--- src/rtl/remote_comm_link_pkg.sv ---
// Shared constants and types for the host-side robot command/response link.
package remote_comm_link_pkg;

  localparam int unsigned BaudDivDefault = 2604;  // 50 MHz / 19200 baud
  localparam logic [7:0]  Ack            = 8'hA5;

  typedef enum logic [1:0] {
    StIdle,
    StHigh,
    StLow
  } cmd_state_e;

endpackage

--- src/rtl/remote_comm_link_uart_xcvr.sv ---
// 8N1 UART transmitter/receiver pair; each bit lasts BAUD_DIV clocks.
module uart_xcvr
  import remote_comm_link_pkg::*;
#(
  parameter int unsigned BAUD_DIV = BaudDivDefault
) (
  input  logic       clk,
  input  logic       rst,
  input  logic       trmt,
  input  logic [7:0] tx_data,
  output logic       tx_done,
  output logic       tx,
  input  logic       rx,
  input  logic       clr_rx_rdy,
  output logic       rx_rdy,
  output logic [7:0] rx_data
);

  localparam int unsigned CntW = $clog2(BAUD_DIV);
  localparam logic [CntW-1:0] BitLast  = CntW'(BAUD_DIV - 1);
  localparam logic [CntW-1:0] HalfLast = CntW'(BAUD_DIV / 2 - 1);

  logic            tx_busy_q, tx_q, tx_done_q;
  logic [3:0]      tx_bit_q;
  logic [CntW-1:0] tx_cnt_q;
  logic [8:0]      tx_shift_q;

  logic            rx_s1_q, rx_s2_q, rx_prev_q;
  logic            rx_busy_q, rx_rdy_q;
  logic [3:0]      rx_bit_q;
  logic [CntW-1:0] rx_cnt_q;
  logic [7:0]      rx_shift_q, rx_data_q;
  logic            rx_fall;

  assign tx      = tx_q;
  assign tx_done = tx_done_q;
  assign rx_rdy  = rx_rdy_q;
  assign rx_data = rx_data_q;
  assign rx_fall = rx_prev_q & ~rx_s2_q;

  // tx_bit_q: 0 = start, 1..8 = data, 9 = stop.
  always_ff @(posedge clk) begin
    if (rst) begin
      tx_busy_q  <= 1'b0;
      tx_q       <= 1'b1;
      tx_done_q  <= 1'b0;
      tx_bit_q   <= '0;
      tx_cnt_q   <= '0;
      tx_shift_q <= '1;
    end else begin
      tx_done_q <= 1'b0;
      if (!tx_busy_q) begin
        if (trmt) begin
          tx_busy_q  <= 1'b1;
          tx_q       <= 1'b0;
          tx_shift_q <= {1'b1, tx_data};
          tx_bit_q   <= '0;
          tx_cnt_q   <= '0;
        end
      end else if (tx_cnt_q == BitLast) begin
        tx_cnt_q <= '0;
        if (tx_bit_q == 4'd9) begin
          tx_busy_q <= 1'b0;
          tx_done_q <= 1'b1;
        end else begin
          tx_q       <= tx_shift_q[0];
          tx_shift_q <= {1'b1, tx_shift_q[8:1]};
          tx_bit_q   <= tx_bit_q + 4'd1;
        end
      end else begin
        tx_cnt_q <= tx_cnt_q + 1'b1;
      end
    end
  end

  always_ff @(posedge clk) begin
    if (rst) begin
      rx_s1_q    <= 1'b1;
      rx_s2_q    <= 1'b1;
      rx_prev_q  <= 1'b1;
      rx_busy_q  <= 1'b0;
      rx_rdy_q   <= 1'b0;
      rx_bit_q   <= '0;
      rx_cnt_q   <= '0;
      rx_shift_q <= '0;
      rx_data_q  <= '0;
    end else begin
      rx_s1_q   <= rx;
      rx_s2_q   <= rx_s1_q;
      rx_prev_q <= rx_s2_q;
      if (clr_rx_rdy) rx_rdy_q <= 1'b0;
      if (!rx_busy_q) begin
        if (rx_fall) begin
          rx_busy_q <= 1'b1;
          rx_bit_q  <= '0;
          rx_cnt_q  <= '0;
        end
      end else if (rx_cnt_q == ((rx_bit_q == 4'd0) ? HalfLast : BitLast)) begin
        rx_cnt_q <= '0;
        if (rx_bit_q == 4'd0) begin
          // Start bit high at mid-point: treat as a glitch.
          if (rx_s2_q) rx_busy_q <= 1'b0;
          else         rx_bit_q  <= 4'd1;
        end else if (rx_bit_q == 4'd9) begin
          rx_busy_q <= 1'b0;
          rx_data_q <= rx_shift_q;
          rx_rdy_q  <= 1'b1;
        end else begin
          rx_shift_q <= {rx_s2_q, rx_shift_q[7:1]};
          rx_bit_q   <= rx_bit_q + 4'd1;
        end
      end else begin
        rx_cnt_q <= rx_cnt_q + 1'b1;
      end
    end
  end

endmodule

--- src/rtl/remote_comm_link.sv ---
// Host link: sends a 16-bit command as two UART bytes (high first), returns response bytes.
module remote_comm_link
  import remote_comm_link_pkg::*;
#(
  parameter int unsigned BAUD_DIV = BaudDivDefault
) (
  input  logic        clk,
  input  logic        rst,
  input  logic [15:0] cmd,
  input  logic        send_cmd,
  output logic        cmd_sent,
  input  logic        RX,
  output logic        TX,
  output logic [7:0]  resp,
  output logic        resp_rdy
);

  cmd_state_e  state_q, state_d;
  logic [15:0] cmd_q, cmd_d;
  logic        cmd_sent_q, cmd_sent_d;
  logic        launch_q, launch_d;
  logic        accept;
  logic        tx_done;
  logic [7:0]  tx_data;

  assign cmd_sent = cmd_sent_q;
  assign tx_data  = (state_q == StLow) ? cmd_q[7:0] : cmd_q[15:8];

  always_ff @(posedge clk) begin
    if (rst) begin
      state_q    <= StIdle;
      cmd_q      <= '0;
      cmd_sent_q <= 1'b0;
      launch_q   <= 1'b0;
    end else begin
      state_q    <= state_d;
      cmd_q      <= cmd_d;
      cmd_sent_q <= cmd_sent_d;
      launch_q   <= launch_d;
    end
  end

  // launch_q pulses trmt once on entry to each byte state.
  always_comb begin
    state_d    = state_q;
    cmd_d      = cmd_q;
    cmd_sent_d = cmd_sent_q;
    launch_d   = 1'b0;
    accept     = 1'b0;
    case (state_q)
      StIdle: begin
        if (send_cmd) begin
          accept     = 1'b1;
          cmd_d      = cmd;
          cmd_sent_d = 1'b0;
          launch_d   = 1'b1;
          state_d    = StHigh;
        end
      end
      StHigh: begin
        if (tx_done) begin
          launch_d = 1'b1;
          state_d  = StLow;
        end
      end
      StLow: begin
        if (tx_done) begin
          cmd_sent_d = 1'b1;
          state_d    = StIdle;
        end
      end
      default: state_d = StIdle;
    endcase
  end

  uart_xcvr #(
    .BAUD_DIV(BAUD_DIV)
  ) u_xcvr (
    .clk       (clk),
    .rst       (rst),
    .trmt      (launch_q),
    .tx_data   (tx_data),
    .tx_done   (tx_done),
    .tx        (TX),
    .rx        (RX),
    .clr_rx_rdy(accept),
    .rx_rdy    (resp_rdy),
    .rx_data   (resp)
  );

endmodule

--- config.mk ---
export PLATFORM = sky130hd
export DESIGN_NAME = remote_comm_link
export DESIGN_NICKNAME = d
export VERILOG_FILES = /design/src/rtl/remote_comm_link_pkg.sv /design/src/rtl/remote_comm_link_uart_xcvr.sv /design/src/rtl/remote_comm_link.sv
export SDC_FILE = /design/constraint.sdc
export NUM_CORES = 1
export LEC_CHECK = 0
export BUFFER_PORTS_ARGS = -buffer_cell sky130_fd_sc_hd__buf_4
export CAP_MARGIN = 25
export CORE_UTILIZATION = 55
export CTS_CLUSTER_SIZE = 30
export DETAILED_ROUTE_END_ITERATION = 12
export GPL_TIMING_DRIVEN = 0
export HOLD_SLACK_MARGIN = 0.02
export PLACE_DENSITY = 0.74
export SYNTH_ARGS = -nofsm -noshare
export SYNTH_HDL_FRONTEND = slang
export SYNTH_HIERARCHICAL = 1
export SYNTH_SLANG_ARGS = --single-unit
export TNS_END_PERCENT = 10
--- constraint.sdc ---
create_clock -name clk -period 2.4 [get_ports clk]
set_input_delay 0.36 -clock clk [delete_from_list [all_inputs] [get_ports clk]]
set_output_delay 0.36 -clock clk [all_outputs]
set_load 0.03 [all_outputs]
# Word-level counts from Yosys, hierarchy flattened
# Cells that the tools add are included.
# classes
n_eq_ne,14
bitwise_logic,6
n_addsub,4
reduce_logical,13
mux,53
# op_table
op,n
12-bit 2-to-1 mux,7
4-bit 2-to-1 mux,10
9-bit 2-to-1 mux,4
1-bit 2-to-1 mux,25
"12-bit by 1-bit adder with 12-bit output, second input constant",2
12-bit == test,1
"12-bit == test, second input constant",1
4-bit AND reduction,3
3-bit AND reduction,3
"4-bit by 1-bit adder with 4-bit output, second input constant",2
"4-bit == test, second input constant",2
8-bit 2-to-1 mux,1
"2-bit != test, second input constant",4
2-bit 2-to-1 mux,3
"3-bit != test, second input constant",2
2-bit case mux with 3 select lines,1
2-bit nonzero test,3
1-bit NOT,5
4-bit logical NOT,1
"2-bit by 1-bit != test with 1-bit output, second input constant",2
1-bit case mux with 2 select lines,2
3-bit OR reduction,1
"2-bit by 1-bit == test with 1-bit output, second input constant",1
"2-bit == test, second input constant",1
3 further kinds,3
# totals
ff_bits,85
inputBits,20
out_inout_bits,11
elab_cells,109

# Depth between registers and ports, before layout
# Gate-level depths: netlist of run 1.
# logic_depth
depth_word,7
mapped_depth,8
mapped_depth_nobuf,7

# Hierarchy
# Netlist of run 1, hierarchy kept.
# modules_own_cells
module,area_per_inst_um2,cells_each,seq_area_each_um2,n_inst
uart_xcvr,3119.2,335,1281.2,1
remote_comm_link,869.6,97,400.4,1

# Least setup slack after synthesis of run 1
# Ideal clock, no wire load.
# synth_path
path_kind,register -> register
from,register u_xcvr.rx_bit_q[0]
to,register u_xcvr.rx_shift_q[0]
n_path_buf,1
required_ps,2272
arrival_ps,1632
path_stages_with_launch,9
setup_ps,128
period_less_slack_ps,1760
path_slack_ps,640
path_cell_list,dfxtp_1 inv_1 ha_1 nor3b_2 nor4_4 nor4b_2 buf_4 mux2i_1 nor2_1
# synth_via
elab_chain_cells,4
elab_cells_between_ends,7
cone_classes,eq/ne (2); mux (1); bitwise (2); reduce/logical (2)
# synth_lines
item,line,rtl
"start, declared",remote_comm_link_uart_xcvr.sv:30,logic [3:0] rx_bit_q;
"start signal, assigned",remote_comm_link_uart_xcvr.sv:110,rx_bit_q <= rx_bit_q + 4'd1;
4-bit logical NOT,"remote_comm_link_uart_xcvr.sv:98, remote_comm_link_uart_xcvr.sv:100",
12-bit 2-to-1 mux,remote_comm_link_uart_xcvr.sv:98,end else if (rx_cnt_q == ((rx_bit_q == 4'd0) ? HalfLast : BitLast)) begin
12-bit == test,remote_comm_link_uart_xcvr.sv:98,
4-bit AND reduction (no source line) *,n/a,
"end signal, assigned",remote_comm_link_uart_xcvr.sv:109,"rx_shift_q <= {rx_s2_q, rx_shift_q[7:1]};"
"end, declared",remote_comm_link_uart_xcvr.sv:32,"logic [7:0] rx_shift_q, rx_data_q;"
# Mark *: on every way between the ends. The rest lies on a longest branch, timed or not.
# A chain may end at the register's enable or synchronous reset.

# Worst setup path in the final report of run 1
# layout_path
from,register u_xcvr.rx_bit_q[0]
to,register u_xcvr.rx_busy_q
# layout_via
elab_chain_cells,5
elab_cells_between_ends,8
cone_classes,eq/ne (2); mux (5); reduce/logical (1)
# layout_lines
item,line,rtl
4-bit logical NOT or 4-bit == test (tied branches),"remote_comm_link_uart_xcvr.sv:98, remote_comm_link_uart_xcvr.sv:100, remote_comm_link_uart_xcvr.sv:104",
12-bit 2-to-1 mux or 1-bit 2-to-1 mux (tied branches),"remote_comm_link_uart_xcvr.sv:98, remote_comm_link_uart_xcvr.sv:104",
12-bit == test or 1-bit 2-to-1 mux (tied branches),"remote_comm_link_uart_xcvr.sv:98, remote_comm_link_uart_xcvr.sv:100",
1-bit 2-to-1 mux *,remote_comm_link_uart_xcvr.sv:98,
1-bit 2-to-1 mux *,remote_comm_link_uart_xcvr.sv:92,if (!rx_busy_q) begin
"end signal, assigned",remote_comm_link_uart_xcvr.sv:94,rx_busy_q <= 1'b1;
"end signal, assigned",remote_comm_link_uart_xcvr.sv:102,if (rx_s2_q) rx_busy_q <= 1'b0;
"end signal, assigned",remote_comm_link_uart_xcvr.sv:105,rx_busy_q <= 1'b0;
"end, declared",remote_comm_link_uart_xcvr.sv:29,"logic rx_busy_q, rx_rdy_q;"
# Marked as above.

==> reports/qor.yml, run 1 <==
outcome: "completed"
synth_top_area_share_pct: 42.16
fin_skew_ns: 0.01308
hp-class: "in2reg"
grt_pass1_vias: 3102
critPathLaunchType: "register"
worst_setup_path_end_kind: "register"
synth_top_area_cell: "dfxtp_1"
crit_required_ns: 2.66
clk_latency_ns: 0.35
drv_slew: 0
ys_seq_area_share_pct: 42.16
cts.sinks: 84
final_nets: 500
syn_nets: 459
die_y_um: 87.16
path_cells: "inv_1 -> ha_1 -> nor3b_2 -> and4_1 -> o21bai_2 -> buf_2 -> nor2_1 -> a211oi_1"
grt.overflow.total: 0
num_vias: 3267
die_w_um: 87.16
async_reset_ff_share_pct: 0
cts_buffers: 9
cts_tree: "yes"
wl_per_cell_um: 14.13
cts_buffer_depth: 2
viasPerCell: 5.692
grt_max_degree: 18
power_uw: 2636
root_buffer: "clkbuf_8"
firstDrtPassIters: 4
ir_worst_vdd_uv: 382.4
drive_gt1_share_pct: 21.13
synth_edf_count: 0
syn_area_per_cell_um2: 9.233
rrSetupSlack_ns: 0.35
place_congestion: 0.8777
worstPathArrival_ns: 2.31
drv_cap: 0
netlist_area_um2: 3989
setup_violations: 0
power.density_nw_per_um2: 582.9
n_antenna_cell: 0
grtUsageTotal_pct: 23.57
cts_hold_buf: 0
finalHoldViolations: 0
synth_seq_cells: 84
portBuffers: 30
grt_pass1_wl_um: 14240
ys_warn_count: 6
postSynthCellCount: 432
crit_type: "reg2reg"
slowest_delay_ns: 0.44
rows: 30
path_clk_slew_ns: 0.10
period_share_pct: 85.43
start_util_pct: 57.75
clock.fmax_mhz: 487.7
antenna_found_initial: 0
synth-main-ff-cell: "dfxtp_1"
p_leak_uw: 0.001692
worst_pin_slew_ns: 0.7003
dp_hpwl_um: 5872
drtAntennaViolNets: 0
drt_iter0_markers: 156
setup-tns-final_ns: 0
core_area_um2: 6907
rsz0062_at_grt: "false"
cts_setup_buffers: 0
drcViolationCount: 0
pin_count: 31
die_area_um2: 7597
max_slew_margin_pct: 53.14
min_period_ns: 2.050
htreeDepth: 3
post_cts_resized: 0
wl_um: 8109
area_growth_syn_to_layout_pct: 13.36
synth_area_leaders: "dfxtp_1, mux2i_1, nand2_1"
synth_cell_types: 66
slowest_stage: "dfxtp_1"
worst-path-max-fanout: 10
## placed cells by master, fill, tap and decap left out, drive strengths merged, types with 13 or more instances in the layout
cell type / synthesis / final
nor2: 39 / 39
o21ai: 13 / 13
buf: 11 / 41
dfxtp: 84 / 84
inv: 16 / 21
a21oi: 27 / 27
nand2: 53 / 53
mux2i: 25 / 25
mux2: 16 / 16
clkbuf: 9 / 18
## Yosys cell counts (3+ instances only)
master and n:
buf_2 6, or3_1 3, nand3_1 11, xor2_1 6
a211oi_1 6, nand2_1 53, a311oi_1 6, o211ai_1 4
nor3_2 3, and4_1 3, mux2_2 16, o21ai_0 11
dfxtp_1 84, a21oi_1 18, clkbuf_1 9, mux2i_1 25
ha_1 7, or2_2 5, a31oi_1 8, nand2b_1 11
nor2_1 38, and4b_1 3, inv_1 16, o21a_1 3
nor2b_1 3, nand4_1 10, nor3_1 9, a21oi_2 9
nand3b_1 3
## cells by family (layout without fill, tap and decap cells)
| kind of cell | count (synthesis) | after routing | share of synthesized area (%) |
|---|---|---|---|
| AO/OA/AOI/OAI | 84 | 84 | 15.18 |
| adder cells (fa/ha/maj) | 7 | 7 | 2.196 |
| flip-flops | 84 | 84 | 42.16 |
| AND/OR/NAND/NOR | 171 | 171 | 23.24 |
| multiplexers | 41 | 41 | 10.79 |
| buffers and inverters | 37 | 83 | 4.674 |
| XOR/XNOR | 8 | 8 | 1.757 |
## layer usage
metal  vias to the layer above  track usage, %  wire length (um)
met5                         -               0                 0
met4                         0           6.706                63
met3                         6           4.929               255
met2                        52           39.58              3907
met1                      1587           30.70              3883
li1                       1622               -                 -
## where the power goes
group          internal, uW  total [uW]  switching [uW]
Combinational          98.9         224             126
Sequential             1430        1450            22.4
Clock                   401         962             560
Total                  1930        2640             708
## final cells by class
cell class / count / area, um^2
clock buffers: 9 / 123.9
clock inverters: 7 / 63.81
fillers: 609 / 2385
inverters: 17 / 68.82
multi-input cells: 311 / 2121
flip-flops and latches: 84 / 1682
well taps: 96 / 120.1
repair buffers: 30 / 225.2
plain buffers: 20 / 117.6
## critical path: cells and delay by family (launching register included)
kind	cells	cell delay [ns]
AND/OR/NAND/NOR	3	0.51
adder cells (fa/ha/maj)	1	0.22
flip-flops	1	0.44
AO/OA/AOI/OAI	2	0.44
buffers and inverters	2	0.37
## stage by stage
step                cells  util (%)  hold WS [ns]  setup WS (ns)  cell area, um^2
floorplan             432         -        0.3895         0.6404             3989
global placement      558     62.75        0.3944         0.4589             4334
detailed placement    558     62.75        0.3997         0.3836             4334
CTS                   574     65.47        0.1813         0.3777             4522
global route          574     65.47        0.1742         0.1600             4522
finish                574     65.47        0.1957         0.3496             4522
## state kept, by name (all words and copies together) (netlist names)
name	cells
state_q	2
launch_q	1
u_xcvr/rx_shift_q	8
u_xcvr/tx_cnt_q	12
cmd_q	16
cmd_sent	1
u_xcvr/rx_rdy	1
u_xcvr/rx_s2_q	1
u_xcvr/tx_shift_q	8
u_xcvr/tx_busy_q	1
u_xcvr/rx_cnt_q	12
u_xcvr/rx_prev_q	1
u_xcvr/tx_bit_q	4
u_xcvr/rx_bit_q	4
u_xcvr/tx_done	1
u_xcvr/rx_busy_q	1
u_xcvr/rx_data	8
u_xcvr/tx	1
u_xcvr/rx_s1_q	1
## worst paths after layout
kind         depth (start not counted)                            start                          end
min                                  2                               RX    u_xcvr/rx_s1_q$_SDFF_PP1_
max reg2reg                          8  u_xcvr/rx_bit_q[0]$_SDFFE_PP0P_  u_xcvr/rx_busy_q$_SDFF_PP0_
min reg2reg                          1        u_xcvr/rx_s1_q$_SDFF_PP1_    u_xcvr/rx_s2_q$_SDFF_PP1_
max                                  8  u_xcvr/rx_bit_q[0]$_SDFFE_PP0P_  u_xcvr/rx_busy_q$_SDFF_PP0_
Power figures use the tool's default switching activity.
==> run 2, diff against run 1 <==
--- a/config.mk
+++ b/config.mk
@@ -13,6 +13,7 @@
 export GPL_TIMING_DRIVEN = 0
 export HOLD_SLACK_MARGIN = 0.02
 export PLACE_DENSITY = 0.74
+export REMOVE_ABC_BUFFERS = 1
 export SYNTH_ARGS = -nofsm -noshare
 export SYNTH_HDL_FRONTEND = slang
 export SYNTH_HIERARCHICAL = 1
==> run 2 against run 1 <==
Effect of this change:
- flip-flop and latch count is the same
- first-iteration DRC count grew 4.5%
- clock power grew 3.6%
- sequential power is essentially flat
- cell area shrank 1.7%
- hold slack gained 0.0050 ns
- clock skew shrank 0.0032 ns
- sequential share of layout area grew 0.66 points
- via count shrank 4.5%
- worst setup slack lost 0.15 ns
- critical path type unchanged
- critical endpoint is now u_xcvr/rx_cnt_q[10]$_SDFFE_PP0N_
==> reports/qor.yml, run 2 (synthesis results as in run 1) <==
cts_tree: "yes"
num_vias: 3119  # -4.5%
final_cell_mix: "dfxtp_1, nand2_1, nor2_1"
worstHoldPathCells: 2  # unchanged
htreeDepth: 3  # unchanged
max_slew_margin_pct: 47.30  # -5.8 points
clk_latency_ns: 0.35  # about the same
drive_gt1_share_pct: 20.00  # -1.1 points
cp.depth: 7  # -1
path_clk_slew_ns: 0.08  # -0.02 ns
cts_setup_buffers: 0  # unchanged
final_nets: 482  # -3.6%
worst_setup_path_end_kind: "register"
slowest_delay_ns: 0.47  # +0.03 ns
firstDrtPassIters: 4  # unchanged
grt_pass1_vias: 2971  # -4.2%
period_share_pct: 91.74  # +6.3 points
place_area_um2: 4232  # -2.4%
drv_slew: 0  # unchanged
drv_cap: 0  # unchanged
fin_skew_ns: 0.009885  # -0.003199 ns
setup_violations: 0  # unchanged
rsz0062_at_grt: "false"
worst_pin_slew_ns: 0.7904  # +0.09017 ns
fin_area_um2: 4443  # -1.7%
reg2reg_depth: 7  # -1
min_period_ns: 2.202  # +0.1514 ns
n_antenna_cell: 0  # unchanged
p_leak_uw: 0.001651  # -2.4%
die_y_um: 87.16  # unchanged
largestRegisters: "cmd_q: 16 flops, u_xcvr/rx_cnt_q: 12 flops, u_xcvr/tx_cnt_q: 12 flops"
crit_type: "reg2reg"
finalHoldViolations: 0  # unchanged
wl_um: 7600  # -6.3%
final_common_cell: "dfxtp_1"
cts_buffer_depth: 2  # unchanged
pin_count: 31  # unchanged
largest_reg_flops: 16  # unchanged
antenna_found_initial: 0  # unchanged
grt.overflow.total: 0  # unchanged
worstPathArrival_ns: 2.48  # +0.17 ns
drt_iter0_markers: 163  # +4.5%
die_area_um2: 7597  # unchanged
outcome: "completed"
worst-path-max-fanout: 14  # +4
grtUsageTotal_pct: 22.12  # -1.4 points
grt_max_degree: 78  # +60
crit_buf_inv: 1  # -1
wl_per_cell_um: 13.67  # -3.2%
hp-class: "in2reg"
cts.sinks: 84  # unchanged
power.density_nw_per_um2: 596.8  # +2.4%
path_cells: "inv_1 -> ha_1 -> nor3b_2 -> and4_1 -> o21bai_2 -> or3b_1 -> a31oi_1"
clock.fmax_mhz: 454.2  # -6.9%
post_cts_resized: 0  # unchanged
cts_buffers: 9  # unchanged
path_delay_family: "simple AND/OR/NAND/NOR gates"
portBuffers: 30  # unchanged
critPathLaunchType: "register"
fin_hold_ws_ns: 0.2007  # +0.005025 ns
rows: 30  # unchanged
drcViolationCount: 0  # unchanged
grt_pass1_wl_um: 13300  # -6.6%
ir_worst_vdd_uv: 411.8  # +7.7%
largest_register: "cmd_q"
core_area_um2: 6907  # unchanged
root_buffer: "clkbuf_8"
drtAntennaViolNets: 0  # unchanged
cts_hold_buf: 0  # unchanged
start_util_pct: 57.75  # unchanged
power_uw: 2652  # +0.60%
place_congestion: 0.8304  # -5.4%
slowest_stage: "o21bai_2"
area_growth_syn_to_layout_pct: 11.39
crit_required_ns: 2.68  # +0.02 ns
rrSetupSlack_ns: 0.20  # -0.15 ns
die_w_um: 87.16  # unchanged
dp_hpwl_um: 5106  # -13%
viasPerCell: 5.610  # -1.4%
run 2: cell count changes in the layout (fill, tap and decap cells not counted), sizes merged:
cell,delta
buf,-9
clkbuf,-8
inv,-4
clkinv,+3
bufinv,+1
clkinvlp,-1
run 2: final timing paths:
| path | startpoint | endpoint |
|---|---|---|
| worst min-delay path | RX | u_xcvr/rx_s1_q$_SDFF_PP1_ |
| worst max-delay path | u_xcvr/rx_bit_q[0]$_SDFFE_PP0P_ | u_xcvr/rx_cnt_q[10]$_SDFFE_PP0N_ |
| worst max register to register | u_xcvr/rx_bit_q[0]$_SDFFE_PP0P_ | u_xcvr/rx_cnt_q[10]$_SDFFE_PP0N_ |
| worst min register to register | cmd_q[5]$_SDFFE_PP0P_ | cmd_q[5]$_SDFFE_PP0P_ |
run 2: worst register-to-register path, stage by stage (launching register included):
cell      delay (ns)
dfxtp_1         0.43
inv_1           0.07
ha_1            0.21
nor3b_2         0.18
and4_1          0.22
o21bai_2        0.47
or3b_1          0.40
a31oi_1         0.16
run 2: power by group:
group | internal (uW) | switching, uW | total, uW | leakage [uW]
logic | 87.4 | 112 | 199 | 0.000872
registers | 1430 | 28.8 | 1460 | 0.000682
clock network | 490 | 507 | 997 | 0.0000971
run 2: final cells by class:
type | count | area (um^2)
multi-input combinational | 311 | 2132
clock inverter | 6 | 72.57
tap | 96 | 120.1
inverter | 17 | 68.82
fill | 580 | 2464
timing repair buffer | 32 | 240.2
clock buffer | 10 | 127.6
sequential | 84 | 1682
run 2: metal layers:
metal  share of wire [%]  wire (um)  up-vias  track usage [%]
li1                    -          -     1577                -
met4                 1.3         98        0            7.303
met2                  47       3574       49            37.15
met1                  49       3705     1485            28.44
met5                   0          0        -                0
met3                 2.9        222        8            4.550
run 2: stage by stage:
step                setup TNS, ns  std cells  utilization, %  worst slack, ns
detailed placement              0        540           61.27           0.2251
CTS                             0        556           64.17           0.2125
floorplan                       0        412               -          0.05366
global route                    0        556           64.33          0.06856
finish                          0        556           64.33           0.1982
global placement           -4.061        538           61.05          -0.4084
